==> config.mk <==
export PLATFORM = sky130hd
export DESIGN_NAME = fetch_arbiter_flat
export DESIGN_NICKNAME = d
export VERILOG_FILES = /design/src/rtl/fetch_arbiter_if.sv /design/src/rtl/fetch_arbiter.sv /design/src/flat_wrapper.sv
export SDC_FILE = /design/constraint.sdc
export NUM_CORES = 1
export LEC_CHECK = 0
export ABC_CLOCK_PERIOD_IN_PS = 3360
export CAP_MARGIN = 30
export CELL_PAD_IN_SITES_DETAIL_PLACEMENT = 0
export CELL_PAD_IN_SITES_GLOBAL_PLACEMENT = 1
export CORE_MARGIN = 2
export CORE_UTILIZATION = 28
export CTS_CLUSTER_SIZE = 16
export DETAILED_ROUTE_END_ITERATION = 8
export GPL_ROUTABILITY_DRIVEN = 0
export PLACE_DENSITY_LB_ADDON = 0.05
export SLEW_MARGIN = 30
export SYNTH_ARGS = -nofsm -noshare
export SYNTH_HDL_FRONTEND = slang
export SYNTH_SLANG_ARGS = --single-unit
export TNS_END_PERCENT = 20
==> constraint.sdc <==
create_clock -name clk -period 3.36 [get_ports clk]
set_input_delay 1.008 -clock clk [delete_from_list [all_inputs] [get_ports clk]]
set_output_delay 1.008 -clock clk [all_outputs]
set_load 0.02 [all_outputs]
==> src/rtl/fetch_arbiter_if.sv <==
// Fetch-port bundle: per-core PC requests and responses plus the shared program-memory read channel.
// The slave modport is the arbiter's view; the master modport is the requester/memory side.
interface fetch_arbiter_if #(
  parameter int NUM_REQ    = 4,
  parameter int ADDR_WIDTH = 8,
  parameter int INST_WIDTH = 32
);
  logic [NUM_REQ-1:0]            req_valid;
  logic [NUM_REQ*ADDR_WIDTH-1:0] req_pc;
  logic [NUM_REQ-1:0]            rsp_valid;
  logic [INST_WIDTH-1:0]         rsp_instruction;
  logic                          mem_read_valid;
  logic [ADDR_WIDTH-1:0]         mem_read_addr;
  logic                          mem_read_ready;
  logic                          mem_read_data_valid;
  logic [INST_WIDTH-1:0]         mem_read_data;
  logic                          busy;

  modport slave (
    input  req_valid, req_pc, mem_read_ready, mem_read_data_valid, mem_read_data,
    output rsp_valid, rsp_instruction, mem_read_valid, mem_read_addr, busy
  );

  modport master (
    output req_valid, req_pc, mem_read_ready, mem_read_data_valid, mem_read_data,
    input  rsp_valid, rsp_instruction, mem_read_valid, mem_read_addr, busy
  );
endinterface

==> src/rtl/fetch_arbiter.sv <==
// Round-robin arbiter sharing one program-memory read port among NUM_REQ fetchers; 3-cycle minimum
// request-to-response latency, one fetch per 4 cycles; memory stalls simply hold the current state.
module fetch_arbiter #(
  parameter int NUM_REQ    = 4,
  parameter int ADDR_WIDTH = 8,
  parameter int INST_WIDTH = 32
) (
  input  logic             clk,
  input  logic             reset,
  fetch_arbiter_if.slave   bus
);
  localparam int PTR_W = (NUM_REQ > 1) ? $clog2(NUM_REQ) : 1;
  localparam logic [PTR_W-1:0] LAST_IDX = PTR_W'(NUM_REQ - 1);

  typedef enum logic [1:0] {IDLE, REQUEST, WAIT, RESPOND} state_e;

  state_e                state_q, state_d;
  logic [PTR_W-1:0]      rr_ptr_q, rr_ptr_d;
  logic [PTR_W-1:0]      grant_idx_q, grant_idx_d;
  logic [ADDR_WIDTH-1:0] addr_q, addr_d;
  logic [INST_WIDTH-1:0] data_q, data_d;

  logic                  win_vld;
  logic [PTR_W-1:0]      win_idx;
  logic [PTR_W-1:0]      cand;
  logic [ADDR_WIDTH-1:0] win_pc;

  // Scan starts at rr_ptr and wraps; the first requester found in that order wins.
  always_comb begin
    win_vld = 1'b0;
    win_idx = '0;
    cand    = '0;
    for (int k = 0; k < NUM_REQ; k++) begin
      cand = PTR_W'((int'(rr_ptr_q) + k) % NUM_REQ);
      if (!win_vld && bus.req_valid[cand]) begin
        win_vld = 1'b1;
        win_idx = cand;
      end
    end
  end

  always_comb begin
    win_pc = '0;
    for (int i = 0; i < NUM_REQ; i++) begin
      if (win_idx == PTR_W'(i)) win_pc = bus.req_pc[i*ADDR_WIDTH +: ADDR_WIDTH];
    end
  end

  always_ff @(posedge clk) begin
    if (reset) begin
      state_q     <= IDLE;
      rr_ptr_q    <= '0;
      grant_idx_q <= '0;
      addr_q      <= '0;
      data_q      <= '0;
    end else begin
      state_q     <= state_d;
      rr_ptr_q    <= rr_ptr_d;
      grant_idx_q <= grant_idx_d;
      addr_q      <= addr_d;
      data_q      <= data_d;
    end
  end

  always_comb begin
    state_d     = state_q;
    rr_ptr_d    = rr_ptr_q;
    grant_idx_d = grant_idx_q;
    addr_d      = addr_q;
    data_d      = data_q;
    case (state_q)
      IDLE: begin
        if (win_vld) begin
          state_d     = REQUEST;
          grant_idx_d = win_idx;
          addr_d      = win_pc;
          rr_ptr_d    = (win_idx == LAST_IDX) ? '0 : win_idx + PTR_W'(1);
        end
      end
      REQUEST: if (bus.mem_read_ready) state_d = WAIT;
      // Data strobes outside WAIT never reach data_q.
      WAIT: begin
        if (bus.mem_read_data_valid) begin
          data_d  = bus.mem_read_data;
          state_d = RESPOND;
        end
      end
      RESPOND: state_d = IDLE;
      default: state_d = IDLE;
    endcase
  end

  // Outputs decode registered state only, so no input reaches an output combinationally.
  always_comb begin
    bus.mem_read_valid  = (state_q == REQUEST);
    bus.mem_read_addr   = addr_q;
    bus.busy            = (state_q != IDLE);
    bus.rsp_valid       = '0;
    bus.rsp_instruction = '0;
    if (state_q == RESPOND) begin
      bus.rsp_valid[grant_idx_q] = 1'b1;
      bus.rsp_instruction        = data_q;
    end
  end
endmodule

==> src/flat_wrapper.sv <==
// flat-port wrapper written by rule: the top's interface ports become plain ports
module fetch_arbiter_flat 
#(
  parameter int NUM_REQ    = 4,
  parameter int ADDR_WIDTH = 8,
  parameter int INST_WIDTH = 32
)
  (clk, reset, bus_req_valid, bus_req_pc, bus_mem_read_ready, bus_mem_read_data_valid, bus_mem_read_data, bus_rsp_valid, bus_rsp_instruction, bus_mem_read_valid, bus_mem_read_addr, bus_busy);
  fetch_arbiter_if #(.NUM_REQ(NUM_REQ), .ADDR_WIDTH(ADDR_WIDTH), .INST_WIDTH(INST_WIDTH)) bus_i ();
  input  logic clk;
  input  logic reset;
  input wire logic [$bits(bus_i.req_valid)-1:0] bus_req_valid;
  input wire logic [$bits(bus_i.req_pc)-1:0] bus_req_pc;
  input wire logic [$bits(bus_i.mem_read_ready)-1:0] bus_mem_read_ready;
  input wire logic [$bits(bus_i.mem_read_data_valid)-1:0] bus_mem_read_data_valid;
  input wire logic [$bits(bus_i.mem_read_data)-1:0] bus_mem_read_data;
  output wire logic [$bits(bus_i.rsp_valid)-1:0] bus_rsp_valid;
  output wire logic [$bits(bus_i.rsp_instruction)-1:0] bus_rsp_instruction;
  output wire logic [$bits(bus_i.mem_read_valid)-1:0] bus_mem_read_valid;
  output wire logic [$bits(bus_i.mem_read_addr)-1:0] bus_mem_read_addr;
  output wire logic [$bits(bus_i.busy)-1:0] bus_busy;
  assign bus_i.req_valid = bus_req_valid;
  assign bus_i.req_pc = bus_req_pc;
  assign bus_i.mem_read_ready = bus_mem_read_ready;
  assign bus_i.mem_read_data_valid = bus_mem_read_data_valid;
  assign bus_i.mem_read_data = bus_mem_read_data;
  assign bus_rsp_valid = bus_i.rsp_valid;
  assign bus_rsp_instruction = bus_i.rsp_instruction;
  assign bus_mem_read_valid = bus_i.mem_read_valid;
  assign bus_mem_read_addr = bus_i.mem_read_addr;
  assign bus_busy = bus_i.busy;
  fetch_arbiter #(.NUM_REQ(NUM_REQ), .ADDR_WIDTH(ADDR_WIDTH), .INST_WIDTH(INST_WIDTH)) u_core (.clk(clk), .reset(reset), .bus(bus_i));
endmodule
# Word level (Yosys, flattened, before mapping)

Cells that the tools add are included.

Add/sub/neg operators: 4
Magnitude comparators: 6
Eq/ne operators: 9
Mux-type cells: 29
Reduce and logical (&&, ||, !) cells: 13

Operators with widths:

| kind                  | number |
|---|---|
| $mux W32              | 1 |
| $mux W8               | 4 |
| $mux W2               | 8 |
| $lt A2 B3 Y1 const B  | 5 |
| $mux W1               | 9 |
| $bmux W1 S2           | 4 |
| $eq A2 B2 Y1 const B  | 4 |
| $pmux W2 S4           | 1 |
| $add A2 B1 Y2 const B | 2 |
| $add A2 B2 Y2 const B | 2 |
| $eq A2 B1 Y1 const B  | 2 |
| $logic_and A1 B1 Y1   | 4 |
| $logic_not A2 Y1      | 2 |
| $mux W4               | 1 |
| $ne A2 B2 Y1 const B  | 2 |
| $reduce_and A2 Y1     | 2 |
| $logic_not A1 Y1      | 3 |
| $reduce_and A3 Y1     | 1 |
| $demux W1 S2          | 1 |
| $ge A2 B1 Y1 const B  | 1 |
| $ne A2 B1 Y1 const B  | 1 |
| $reduce_bool A2 Y1    | 1 |

Flip-flop bits (word level): 46
Output and inout port bits: 46

# Logic depth before layout (Yosys ltp)

Depth after elaboration: 17
Gate-level depth with buffers: 11
Gate-level depth less buffers: 9

# Least setup slack after synthesis

OpenSTA, ideal clock, no wires.

Kind: input to register
Start: in bus_req_valid[0]
End: reg u_core.addr_q[5], in the netlist u_core.bus.mem_read_addr[5]
Setup time: 132 ps
Arrival: 2552 ps
Data required time: 3228 ps
Path slack: 675 ps
Stages on the path: 11
Path buffers: 2
Path through: a21oi_1 > o21a_1 > o22ai_1 > inv_1 > ha_1 > buf_4 > clkbuf_1 > a21oi_1 > a221oi_1 > a211oi_1 > nor3_2

Cells in the longest elaborated chain, start to end: 17

RTL lines:

| item                          | line                | source |
|---|---|---|
| start, declared               | flat_wrapper.sv:12  | `input wire logic [$bits(bus_i.req_valid)-1:0] bus_req_valid;` |
| $bmux W1 S2                   | fetch_arbiter.sv:35 | `if (!win_vld && bus.req_valid[cand]) begin` |
| $mux W1 (not written as such) | fetch_arbiter.sv:35 |  |
| $mux W1                       | fetch_arbiter.sv:35 |  |
| $logic_not A1 Y1              | fetch_arbiter.sv:35 |  |
| $logic_and A1 B1 Y1           | fetch_arbiter.sv:35 |  |
| $mux W1                       | fetch_arbiter.sv:35 |  |
| $logic_not A1 Y1              | fetch_arbiter.sv:35 |  |
| $logic_and A1 B1 Y1           | fetch_arbiter.sv:35 |  |
| $mux W1                       | fetch_arbiter.sv:35 |  |
| $logic_not A1 Y1              | fetch_arbiter.sv:35 |  |
| $logic_and A1 B1 Y1           | fetch_arbiter.sv:35 |  |
| $mux W2 (*)                   | fetch_arbiter.sv:35 |  |
| named net u_core.win_idx[1]   | fetch_arbiter.sv:24 | `logic [PTR_W-1:0] win_idx;` |
| $logic_not A2 Y1              | fetch_arbiter.sv:45 | `if (win_idx == PTR_W'(i)) win_pc = bus.req_pc[i*ADDR_WIDTH +: ADDR_WIDTH];` |
| $mux W8 (3 in a row)          | fetch_arbiter.sv:45 |  |
| $mux W8 (*)                   | fetch_arbiter.sv:45 |  |
| end signal, assigned          | fetch_arbiter.sv:60 | `addr_q <= addr_d;` |
| end, declared                 | fetch_arbiter.sv:20 | `logic [ADDR_WIDTH-1:0] addr_q, addr_d;` |

Mark *: on every way through the listed nets, which the timed path passes. The rest lies on a longest branch. The select of a mux whose other input is x is not followed.
A chain may end at the register's enable or synchronous reset.

# Worst setup path in the final report

Start: reg u_core.state_q[1]
End: out bus_rsp_valid[0]

Cells in the longest elaborated chain, start to end: 2

RTL lines:

| item                   | line                 | source |
|---|---|---|
| start, declared        | fetch_arbiter.sv:17  | `state_e state_q, state_d;` |
| start signal, assigned | fetch_arbiter.sv:57  | `state_q <= state_d;` |
| $eq A2 B2 Y1           | fetch_arbiter.sv:100 | `if (state_q == RESPOND) begin` |
| $mux W4                | fetch_arbiter.sv:100 |  |
| end, declared          | flat_wrapper.sv:17   | `output wire logic [$bits(bus_i.rsp_valid)-1:0] bus_rsp_valid;` |

No other way between the ends.

==> flow_summary.json <==
{
  "status": "completed",
  "start_util_pct": 28.83,
  "clock_power_share_pct": 16.4,
  "instances_no_fill": 525,
  "maxSlewViolCount": 0,
  "io_pins": 118,
  "grt_setup_unrepaired": "no",
  "yosys_register_bits": 46,
  "grt_pass1_wl_mm": 10.37,
  "num_antenna_cells": 0,
  "required_ns": 2.35,
  "p_int_mw": 1.335,
  "antenna_left": 0,
  "max_cap_violations": 0,
  "hold_violations": 0,
  "clock-sinks": 46,
  "path_class": "reg -> out",
  "p_sw_share_pct": 39.17,
  "cts-buffers-inserted": 5,
  "p_leak_nw": 1.399,
  "clock_tree.root_cell": "clkbuf_8",
  "synthTopCellsByArea": "dfxtp_1 (39%), nand2_1 (11%), a21oi_1 (9.5%), and2_1 (8.7%), ha_1 (4.8%)",
  "rows": 33,
  "core_area_mm2": 0.008217,
  "h-tree-depth": 2,
  "clk_latency_ns": 0.30,
  "hpwl_mm": 4.841,
  "yosys_warnings": 0,
  "setup_viol": 0,
  "reg2reg_depth": 8,
  "synth_top_area_cell": "dfxtp_1",
  "portBuffers": 117,
  "critical_path.slowest_cell": "clkdlybuf4s50_1",
  "via_per_inst": 4.480,
  "dieArea_mm2": 0.009210,
  "yosysMostFrequentCell": "nand2_1",
  "layout_min_cycle_time_ns": 3.010,
  "synth_nets": 387,
  "maxSlewHeadroom_pct": 58.71,
  "drive_gt1_share_pct": 6.905,
  "cts_setup_buffers": 0,
  "clk_path_buf_depth": 2,
  "ys_seq_area_share_pct": 38.88,
  "critical_path.max_stage_delay_ns": 0.63,
  "fin_tns_setup_ns": 0,
  "combPwrFrac_pct": 50.3,
  "grt_max_degree": 37,
  "fin_crit_sh_pct": 89.58,
  "peakVddDrop_mv": 0.4875,
  "ys_types": 32,
  "finClkSkew_ns": 0.004611,
  "path_max_fanout": 36,
  "dp_slack_ns": 0.02217,
  "area.growth.synth_to_final_pct": 58.95,
  "placed_area_mm2": 0.003670,
  "startpoint_type": "flop",
  "wl_per_cell_um": 12.87,
  "synth_common_cells": "nand2_1 (69), dfxtp_1 (46), a21oi_1 (45)",
  "die_h_um": 95.97,
  "power_mw": 2.194,
  "synth_ff_type": "dfxtp_1",
  "cts.repair.resized": 0,
  "dr_total_vias": 2352,
  "worstMarginPinSlew_ns": 0.6193,
  "nFillCells": 854,
  "crit_family": "buffers and inverters",
  "seq_area_um2": 920.9,
  "grt_pass1_vias": 2179,
  "ctsHoldBuffers": 0,
  "synth_area_per_cell_um2": 7.740,
  "async_reset_ff_share_pct": 0,
  "multi_input_area_mm2": 0.001284,
  "grt-ovfl-total": 0,
  "crit_buf_inv": 2,
  "power-per-cell-area_mw_per_mm2": 582.8,
  "drtIter0Drc": 37,
  "switching_power_uw": 859.4,
  "clk_pin_slew_ns": 0.09,
  "grt_util_all_layers_pct": 14.60,
  "design_area_mm2": 0.003765,
  "cp.depth": 4,
  "setup_slack_ns": 0.3501,
  "fmax_ghz": 0.3322,
  "cp.arrival_ns": 2.00,
  "wirelength_mm": 6.755,
  "syn_inst": 306,
  "crit_chain": "ha_1 > buf_4 > nor3b_1 > clkdlybuf4s50_1",
  "drtPass1Iterations": 4,
  "synth-edff-count": 0,
  "min_path_cells": 2,
  "seqPwrFrac_pct": 33.4,
  "layout.nets": 500,
  "cts_tree": "built",
  "synth_top_area_share_pct": 38.88,
  "crit_path_end_kind": "output port",
  "hold_path_class": "reg -> reg",
  "placed_cells": 517,
  "antenna_found_initial": 0,
  "syn_area_mm2": 0.002369,
  "fp.dieW_um": 95.97,
  "post-route-drc-count": 0
}
==> registers in the layout, indices dropped and copies added (netlist names) <==
register,cells
u_core.state_q,2
u_core.bus.mem_read_addr,8
u_core.data_q,32
u_core.grant_idx_q,2
u_core.rr_ptr_q,2
==> final timing paths <==
path,from,end,slack [ns]
worst max-delay path,u_core.state_q[1],bus_rsp_valid[0],0.35
worst min-delay path,u_core.data_q[27],u_core.data_q[27],0.45
worst max register to register,u_core.rr_ptr_q[1],u_core.bus.mem_read_addr[6],1.13
worst min register to register,u_core.data_q[27],u_core.data_q[27],0.45
==> placed cells by master, fill, tap and decap left out, types with 3 or more instances in the layout <==
| cell | netlist | layout |
|---|---|---|
| a211oi_1 | 10 | 10 |
| a21oi_1 | 45 | 45 |
| a221oi_1 | 8 | 8 |
| and2_1 | 33 | 33 |
| buf_4 | 2 | 10 |
| clkbuf_8 | 0 | 6 |
| clkdlybuf4s50_1 | 0 | 116 |
| dfxtp_1 | 46 | 46 |
| ha_1 | 9 | 9 |
| inv_1 | 15 | 15 |
| nand2_1 | 69 | 69 |
| nand3b_1 | 9 | 9 |
| nor2_1 | 14 | 14 |
| nor3_1 | 3 | 3 |
| nor3_2 | 5 | 5 |
==> through the flow <==
step           hold WS (ns)  util [%]
2_1_floorplan        0.4317         -
3_3_place_gp         0.4370     44.66
3_5_place_dp         0.4420     44.66
4_1_cts              0.4552     45.82
5_1_grt              0.4714     45.82
6_report             0.4520     45.82
==> layer usage <==
metal / up-vias / track usage, % / part of all wire (%)
li1: 1241 / - / -
met1: 1044 / 18.26 / 45
met2: 58 / 24.30 / 48
met3: 9 / 3.446 / 5.1
met4: 0 / 5.595 / 1.9
met5: - / 0 / 0
==> final cells by class <==
| type | count | share of cell area, % |
|---|---|---|
| clock buffer | 6 | 2.193 |
| clock inverter | 2 | 0.3323 |
| inverter | 16 | 1.928 |
| multi-input combinational | 222 | 34.10 |
| sequential | 46 | 24.46 |
| tap | 105 | 3.490 |
| timing repair buffer | 128 | 33.50 |
==> power groups by stage <==
stage / sequential (mW) / clock, mW / combinational, mW
3_3_place_gp: 0.744 / 0 / 1.11
2_1_floorplan: 0.793 / 0 / 0.654
6_report: 0.732 / 0.359 / 1.10
3_5_place_dp: 0.745 / 0 / 1.12
5_1_grt: 0.750 / 0.403 / 1.23
4_1_cts: 0.733 / 0.380 / 1.12
==> logic make-up (layout without fill, tap and decap cells) <==
logic type                 Yosys count  count (layout)  synth area share [%]
DFF                                 46              46                 38.88
and+or+nand+nor                    141             141                 30.01
adders and majority gates            9               9                 4.754
AOI/OAI and AO/OA                   70              70                 18.60
muxes                                2               2                0.8453
buffers and inverters               38             152                 6.920
==> worst min-delay path: cells and delay by family (launching register included) <==
| kind | cells | cell delay (ns) |
|---|---|---|
| AOI/OAI and AO/OA | 1 | 0.05 |
| DFF | 1 | 0.31 |
| and+or+nand+nor | 1 | 0.05 |
Power figures use the tool's default switching activity.
